File: config.mk
export PLATFORM = sky130hd
export DESIGN_NAME = uart_gen2
export DESIGN_NICKNAME = d
export VERILOG_FILES = /design/src/rtl/uart_gen2.sv
export SDC_FILE = /design/constraint.sdc
export NUM_CORES = 1
export LEC_CHECK = 0
export ABC_CLOCK_PERIOD_IN_PS = 4560
export CORE_ASPECT_RATIO = 2
export CORE_UTILIZATION = 45
export CTS_CLUSTER_SIZE = 16
export DETAILED_ROUTE_END_ITERATION = 8
export DONT_BUFFER_PORTS = 1
export HOLD_SLACK_MARGIN = 0.08
export PLACE_DENSITY = 0.71
export SLEW_MARGIN = 20
export SYNTH_ARGS = -nofsm -noshare
export SYNTH_HDL_FRONTEND = slang
export SYNTH_SLANG_ARGS = --single-unit
File: constraint.sdc
create_clock -name clk -period 4.56 [get_ports clk]
set_input_delay 1.368 -clock clk [delete_from_list [all_inputs] [get_ports clk]]
set_output_delay 1.368 -clock clk [all_outputs]
set_load 0.02 [all_outputs]
File: src/rtl/uart_gen2.sv
// Parametrised full-duplex UART with TX/RX FIFOs and sticky receive error flags.
// Frame layout (data width, parity, stop bits) and bit period are fixed per instance.
module uart_gen2 #(
   parameter int CLKS_PER_BIT = 32,
   parameter int DATA_BITS    = 8,
   parameter bit PARITY_EN    = 1'b0,
   parameter bit PARITY_ODD   = 1'b0,
   parameter int STOP_BITS    = 1,
   parameter int FIFO_AW      = 4
) (
   input  logic               clk,
   input  logic               rst,
   input  logic               ser_rxd,
   output logic               ser_txd,
   input  logic               tx_wr,
   input  logic [7:0]         tx_din,
   output logic               tx_full,
   output logic               tx_busy,
   input  logic               rx_rd,
   output logic [7:0]         rx_dout,
   output logic               rx_rdy,
   output logic [FIFO_AW:0]   rx_level,
   input  logic               err_clr,
   output logic               frame_err,
   output logic               parity_err,
   output logic               overrun_err
);

   localparam int CW = 16;
   localparam int DEPTH = 2 ** FIFO_AW;
   localparam logic [CW-1:0]    BIT_LAST   = CW'(CLKS_PER_BIT - 1);
   localparam logic [CW-1:0]    SAMPLE_AT  = CW'(CLKS_PER_BIT / 2 - 1);
   localparam logic [2:0]       DATA_LAST  = 3'(DATA_BITS - 1);
   localparam logic             STOP_LAST  = 1'(STOP_BITS - 1);
   localparam logic [FIFO_AW:0] FULL_LEVEL = (FIFO_AW + 1)'(DEPTH);

   typedef enum logic [2:0] {
      S_IDLE,
      S_START,
      S_DATA,
      S_PARITY,
      S_STOP
   } state_e;

   // ---------------- TX FIFO ----------------
   logic [DATA_BITS-1:0] txMem_q [DEPTH];
   logic [FIFO_AW-1:0]   txWrPtr_q, txWrPtr_d, txRdPtr_q, txRdPtr_d;
   logic [FIFO_AW:0]     txCount_q, txCount_d;
   logic                 txPush, txPop, txNotEmpty;
   logic [DATA_BITS-1:0] txHeadData;
   logic                 txHeadPar;

   assign txPush     = tx_wr && (txCount_q != FULL_LEVEL);
   assign txNotEmpty = (txCount_q != '0);
   assign txHeadData = txMem_q[txRdPtr_q];
   assign txHeadPar  = (^txHeadData) ^ PARITY_ODD;

   always_ff @(posedge clk) begin
      if (txPush) txMem_q[txWrPtr_q] <= tx_din[DATA_BITS-1:0];
   end

   always_comb begin
      txWrPtr_d = txWrPtr_q + FIFO_AW'(txPush);
      txRdPtr_d = txRdPtr_q + FIFO_AW'(txPop);
      txCount_d = txCount_q;
      case ({txPush, txPop})
         2'b10:   txCount_d = txCount_q + 1'b1;
         2'b01:   txCount_d = txCount_q - 1'b1;
         default: txCount_d = txCount_q;
      endcase
   end

   // ---------------- TX FSM ----------------
   state_e               txState_q, txState_d;
   logic [CW-1:0]        txCnt_q, txCnt_d;
   logic [2:0]           txBit_q, txBit_d;
   logic                 txStop_q, txStop_d;
   logic [DATA_BITS-1:0] txShift_q, txShift_d;
   logic                 txPar_q, txPar_d;
   logic                 txd_q, txd_d;
   logic                 txBitEnd;

   assign txBitEnd = (txCnt_q == BIT_LAST);

   always_comb begin
      txState_d = txState_q;
      txCnt_d   = txCnt_q;
      txBit_d   = txBit_q;
      txStop_d  = txStop_q;
      txShift_d = txShift_q;
      txPar_d   = txPar_q;
      txPop     = 1'b0;
      if (txState_q != S_IDLE) txCnt_d = txBitEnd ? '0 : txCnt_q + CW'(1);
      case (txState_q)
         S_IDLE: begin
            if (txNotEmpty) begin
               txPop     = 1'b1;
               txShift_d = txHeadData;
               txPar_d   = txHeadPar;
               txCnt_d   = '0;
               txState_d = S_START;
            end
         end
         S_START: begin
            if (txBitEnd) begin
               txBit_d   = '0;
               txState_d = S_DATA;
            end
         end
         S_DATA: begin
            if (txBitEnd) begin
               txShift_d = txShift_q >> 1;
               txBit_d   = txBit_q + 3'd1;
               txStop_d  = 1'b0;
               if (txBit_q == DATA_LAST) txState_d = PARITY_EN ? S_PARITY : S_STOP;
            end
         end
         S_PARITY: begin
            if (txBitEnd) begin
               txStop_d  = 1'b0;
               txState_d = S_STOP;
            end
         end
         S_STOP: begin
            if (txBitEnd) begin
               txStop_d = txStop_q + 1'b1;
               // Chain straight into the next start bit so back-to-back frames have no gap
               if (txStop_q == STOP_LAST) begin
                  if (txNotEmpty) begin
                     txPop     = 1'b1;
                     txShift_d = txHeadData;
                     txPar_d   = txHeadPar;
                     txState_d = S_START;
                  end else begin
                     txState_d = S_IDLE;
                  end
               end
            end
         end
         default: txState_d = S_IDLE;
      endcase
   end

   always_comb begin
      txd_d = 1'b1;
      case (txState_q)
         S_START:  txd_d = 1'b0;
         S_DATA:   txd_d = txShift_q[0];
         S_PARITY: txd_d = txPar_q;
         default:  txd_d = 1'b1;
      endcase
   end

   always_ff @(posedge clk or negedge rst) begin
      if (!rst) begin
         txWrPtr_q <= '0;
         txRdPtr_q <= '0;
         txCount_q <= '0;
         txState_q <= S_IDLE;
         txCnt_q   <= '0;
         txBit_q   <= '0;
         txStop_q  <= 1'b0;
         txShift_q <= '0;
         txPar_q   <= 1'b0;
         txd_q     <= 1'b1;
      end else begin
         txWrPtr_q <= txWrPtr_d;
         txRdPtr_q <= txRdPtr_d;
         txCount_q <= txCount_d;
         txState_q <= txState_d;
         txCnt_q   <= txCnt_d;
         txBit_q   <= txBit_d;
         txStop_q  <= txStop_d;
         txShift_q <= txShift_d;
         txPar_q   <= txPar_d;
         txd_q     <= txd_d;
      end
   end

   assign ser_txd = txd_q;
   assign tx_full = (txCount_q == FULL_LEVEL);
   assign tx_busy = txNotEmpty || (txState_q != S_IDLE);

   // ---------------- RX synchroniser and FSM ----------------
   logic                 rxSync1_q, rxSync2_q, rxPrev_q;
   state_e               rxState_q, rxState_d;
   logic [CW-1:0]        rxCnt_q, rxCnt_d;
   logic [2:0]           rxBit_q, rxBit_d;
   logic [DATA_BITS-1:0] rxShift_q, rxShift_d;
   logic                 rxParBit_q, rxParBit_d;
   logic                 rxSample, rxBitEnd;
   logic                 rxPush, rxPop;
   logic                 frameSet, paritySet, overrunSet;
   logic [FIFO_AW:0]     rxCount_q, rxCount_d;

   assign rxSample = (rxCnt_q == SAMPLE_AT);
   assign rxBitEnd = (rxCnt_q == BIT_LAST);
   assign rxPop    = rx_rd && (rxCount_q != '0);

   always_comb begin
      rxState_d  = rxState_q;
      rxCnt_d    = rxCnt_q;
      rxBit_d    = rxBit_q;
      rxShift_d  = rxShift_q;
      rxParBit_d = rxParBit_q;
      rxPush     = 1'b0;
      frameSet   = 1'b0;
      paritySet  = 1'b0;
      overrunSet = 1'b0;
      if (rxState_q != S_IDLE) rxCnt_d = rxBitEnd ? '0 : rxCnt_q + CW'(1);
      case (rxState_q)
         S_IDLE: begin
            // The cycle the falling edge is seen counts as count 0 of the start bit
            if (rxPrev_q && !rxSync2_q) begin
               rxCnt_d   = CW'(1);
               rxState_d = S_START;
            end
         end
         S_START: begin
            if (rxSample && rxSync2_q) begin
               rxState_d = S_IDLE;
            end else if (rxBitEnd) begin
               rxBit_d   = '0;
               rxState_d = S_DATA;
            end
         end
         S_DATA: begin
            if (rxSample) rxShift_d = {rxSync2_q, rxShift_q[DATA_BITS-1:1]};
            if (rxBitEnd) begin
               rxBit_d = rxBit_q + 3'd1;
               if (rxBit_q == DATA_LAST) rxState_d = PARITY_EN ? S_PARITY : S_STOP;
            end
         end
         S_PARITY: begin
            if (rxSample) rxParBit_d = rxSync2_q;
            if (rxBitEnd) rxState_d = S_STOP;
         end
         S_STOP: begin
            if (rxSample) begin
               rxState_d = S_IDLE;
               if (!rxSync2_q) begin
                  frameSet = 1'b1;
               end else begin
                  if (PARITY_EN && (rxParBit_q != ((^rxShift_q) ^ PARITY_ODD))) paritySet = 1'b1;
                  if ((rxCount_q != FULL_LEVEL) || rxPop) rxPush = 1'b1;
                  else overrunSet = 1'b1;
               end
            end
         end
         default: rxState_d = S_IDLE;
      endcase
   end

   // ---------------- RX FIFO ----------------
   logic [DATA_BITS-1:0] rxMem_q [DEPTH];
   logic [FIFO_AW-1:0]   rxWrPtr_q, rxWrPtr_d, rxRdPtr_q, rxRdPtr_d;
   logic [7:0]           rxDout_q, rxDout_d;
   logic                 frameErr_q, parityErr_q, overrunErr_q;

   always_ff @(posedge clk) begin
      if (rxPush) rxMem_q[rxWrPtr_q] <= rxShift_q;
   end

   always_comb begin
      rxWrPtr_d = rxWrPtr_q + FIFO_AW'(rxPush);
      rxRdPtr_d = rxRdPtr_q + FIFO_AW'(rxPop);
      rxCount_d = rxCount_q;
      case ({rxPush, rxPop})
         2'b10:   rxCount_d = rxCount_q + 1'b1;
         2'b01:   rxCount_d = rxCount_q - 1'b1;
         default: rxCount_d = rxCount_q;
      endcase
      // Show-ahead head register; bypass the byte being written when it becomes the head
      if (rxCount_d == '0) rxDout_d = '0;
      else if (rxPush && (rxWrPtr_q == rxRdPtr_d)) rxDout_d = 8'(rxShift_q);
      else rxDout_d = 8'(rxMem_q[rxRdPtr_d]);
   end

   always_ff @(posedge clk or negedge rst) begin
      if (!rst) begin
         rxSync1_q    <= 1'b1;
         rxSync2_q    <= 1'b1;
         rxPrev_q     <= 1'b1;
         rxState_q    <= S_IDLE;
         rxCnt_q      <= '0;
         rxBit_q      <= '0;
         rxShift_q    <= '0;
         rxParBit_q   <= 1'b0;
         rxWrPtr_q    <= '0;
         rxRdPtr_q    <= '0;
         rxCount_q    <= '0;
         rxDout_q     <= '0;
         frameErr_q   <= 1'b0;
         parityErr_q  <= 1'b0;
         overrunErr_q <= 1'b0;
      end else begin
         rxSync1_q    <= ser_rxd;
         rxSync2_q    <= rxSync1_q;
         rxPrev_q     <= rxSync2_q;
         rxState_q    <= rxState_d;
         rxCnt_q      <= rxCnt_d;
         rxBit_q      <= rxBit_d;
         rxShift_q    <= rxShift_d;
         rxParBit_q   <= rxParBit_d;
         rxWrPtr_q    <= rxWrPtr_d;
         rxRdPtr_q    <= rxRdPtr_d;
         rxCount_q    <= rxCount_d;
         rxDout_q     <= rxDout_d;
         frameErr_q   <= frameSet   | (frameErr_q   & ~err_clr);
         parityErr_q  <= paritySet  | (parityErr_q  & ~err_clr);
         overrunErr_q <= overrunSet | (overrunErr_q & ~err_clr);
      end
   end

   assign rx_dout     = rxDout_q;
   assign rx_rdy      = (rxCount_q != '0);
   assign rx_level    = rxCount_q;
   assign frame_err   = frameErr_q;
   assign parity_err  = parityErr_q;
   assign overrun_err = overrunErr_q;

endmodule

==> out/results.ini <==
[routing]
drt_iter0_markers=567
drc=0
wl_mm=29.8
dr.pass1.iters=5
ant_nets=0
num_vias=8065
routed_via_density=5.62
wl_per_cell_um=20.8

[synth]
synthCells=972
synth_top_area_frac=0.509
synth-seq-area-share=0.680
synth_area_mm2=0.0151
synth_common_cells=256 x edfxtp_1, 99 x dfrtp_1, 98 x nand2_1, 64 x o21ai_0, 60 x nor2_1
ys_warn_count=0
async_flop_share=0.287
synthTopCellsByArea=edfxtp_1 51%, dfrtp_1 16%, mux4_2 8.1%, nand2_1 2.4%, o21ai_0 2.1%
synth_nets=1008
ys_ff_latch=359
avgSynthCellArea_um2=15.5
synth_top_cell_by_area=edfxtp_1
synth_most_common_cell=edfxtp_1
synth_flop_cell=edfxtp_1
synth_edf_count=256
yosysUniqueCellTypes=65

[grt]
grt_pass1_wl_mm=47.6
grt_overflow=0
globalRouteTotalUtil=0.180
grt_start_max_net_pins=104
grt_pass1_vias=8677
antenna_found_initial=0

[timing]
fin_skew_ns=0.0128
worst_slew_pin_slew_ns=0.998
finalCriticalPeriod_ns=3.94
slew_headroom=0.332
setup_violations=0
rsz0062_at_grt=no
finalCritPeriodShare=0.864
hold_viol=0
max_freq_mhz=254
drv_slew=0
tns_ns=0

[place]
dp_hpwl_mm=20.6
portBuffers=0
placed_cell_area_mm2=0.0155
gp_congestion=0.782

[cts]
htreeDepth=1
cts-root-buf=clkbuf_16
holdBufCountCts=0
cts_buffers=30
cts_buffer_depth=3
post_cts_resize_count=0
cts.sinks=359
cts_tree=built
clock_latency_ns=0.57
cts.clk_slew.worst_paths_ns=0.07
postCtsSetupBuffers=0

[power]
cellLeakagePower_nw=5.99
power_density_mw_per_mm2=435
max-vdd-ir-drop_mv=0.348

[critical_path]
critPathLaunch=rx_level[1]
critPathLaunchType=register
path_class=register to register
crit_fanout=8
arrival_ns=4.37
critPathRequiredTime_ns=4.99
cp-end-kind=register
worstReg2RegStart=rx_level[1]

[min_path]
worstHoldStart=rxSync1_q
hp-class=register to register

[final_layout]
syn2layout_area_growth_pct=10.4
nets=1015
insertedDiodeCount=0
stdcell_area_mm2=0.0167
drive_above_1_share=0.156

[floorplan]
dieArea_mm2=0.0343
ioPinCount=34
initial_core_util=0.458
die_h_um=261
fp.dieW_um=132
core_area_mm2=0.0329
rows=94

[job]
cap_violations=0

[outcome]
outcome=finished, final reports clean

cells in the final DEF (no fill, tap or decap), drive strengths merged, types with 2 or more instances in the layout:
cell type  count
mux2i         16
clkinv         5
nand3b         5
a32oi          2
nor4           8
edfxtp       256
nor3b          2
clkbuf        43
dfstp          4
nand2         98
buf           17
nand4          8
a21oi         13
nor2b          4
nor3          16
mux4          64
nand2b         6
mux2          10
a22oi         18
nand3         17
o21ai         66
inv           19
xnor2         19
xor2          19
a21o           4
and3          26
bufinv         6
dfrtp         99
a31oi         11
a22o          12
or3            7
o31ai          4
ha            21
and2           3
nor2          61
or2            3
where the power goes:
part	switching, W	total (W)	internal (W)
registers	0.000161	0.00385	0.00369
logic	0.000317	0.000550	0.000233
clock network	0.00117	0.00286	0.00169
total	0.00165	0.00726	0.00561
final timing paths:
kind / slack (ns) / endpoint / depth (start not counted)
setup / recovery: 0.62 / rx_dout[4] / 14
hold / removal: 0.36 / rxSync2_q / 0
setup reg to reg: 0.62 / rx_dout[4] / 14
hold reg to reg: 0.36 / rxSync2_q / 0
max in group asynchronous: 3.79 / ser_txd / 0
min in group asynchronous: 0.50 / rxCnt_q[2] / 0
registers in the layout, summed over array words and instances, names as in the netlist, 3 cells and up:
register	flops
rxWrPtr_q	4
txBit_q	3
rxState_q	3
txMem_q	128
txCnt_q	16
txWrPtr_q	4
txState_q	3
txRdPtr_q	4
rxCnt_q	16
rxMem_q	128
rx_dout	8
txCount_q	5
rxRdPtr_q	4
rxShift_q	8
rx_level	5
txShift_q	8
rxBit_q	3
routing by layer:
| metal | vias up | global-route usage | share of wire |
|---|---|---|---|
| li1 | 3737 | - | - |
| met3 | 71 | 0.0246 | 0.034 |
| met2 | 160 | 0.359 | 0.58 |
| met5 | - | 0 | 0 |
| met4 | 0 | 0.0940 | 0.047 |
| met1 | 4097 | 0.179 | 0.34 |
metrics by stage:
| step | total power, W | setup slack [ns] | instances | utilization | hold WS [ns] |
|---|---|---|---|---|---|
| 2_1_floorplan | 0.00431 | 0.769 | 972 | - | 0.345 |
| 3_3_place_gp | 0.00445 | 0.522 | 1379 | 0.472 | 0.350 |
| 3_5_place_dp | 0.00447 | 0.427 | 1379 | 0.472 | 0.353 |
| 4_1_cts | 0.00731 | 0.604 | 1435 | 0.506 | 0.356 |
| 5_1_grt | 0.00752 | 0.282 | 1435 | 0.506 | 0.360 |
| 6_report | 0.00726 | 0.622 | 1435 | 0.506 | 0.360 |
kinds of logic after synthesis:
| group | synth area share |
|---|---|
| adder cells (fa/ha/maj) | 0.0187 |
| AO/OA/AOI/OAI | 0.0561 |
| flip-flops | 0.680 |
| XOR/XNOR | 0.0225 |
| buffers and inverters | 0.0201 |
| multiplexers | 0.116 |
| AND/OR/NAND/NOR | 0.0864 |
worst max-delay path, stage by stage, from the launching register on:
cell      delay (ns)
dfrtp_1         0.56
nor4_1          0.52
nand2b_1        0.09
buf_4           0.18
and2_1          0.20
ha_1            0.32
xor2_1          0.19
ha_1            0.22
a21oi_1         0.15
xor2_1          0.17
nor2_1          0.06
xor2_1          0.15
or3_1           0.42
nor3_2          0.45
nor2_1          0.13
cell type report:
type	instances	area (um2)
multi-input cells	553	4540
flip-flops and latches	359	10300
fillers	2776	16300
clock buffers	43	881
repair buffers	17	140
clock inverters	13	228
inverters	18	67.6
well taps	432	541
Note: power is estimated with default switching activity, not from simulation.
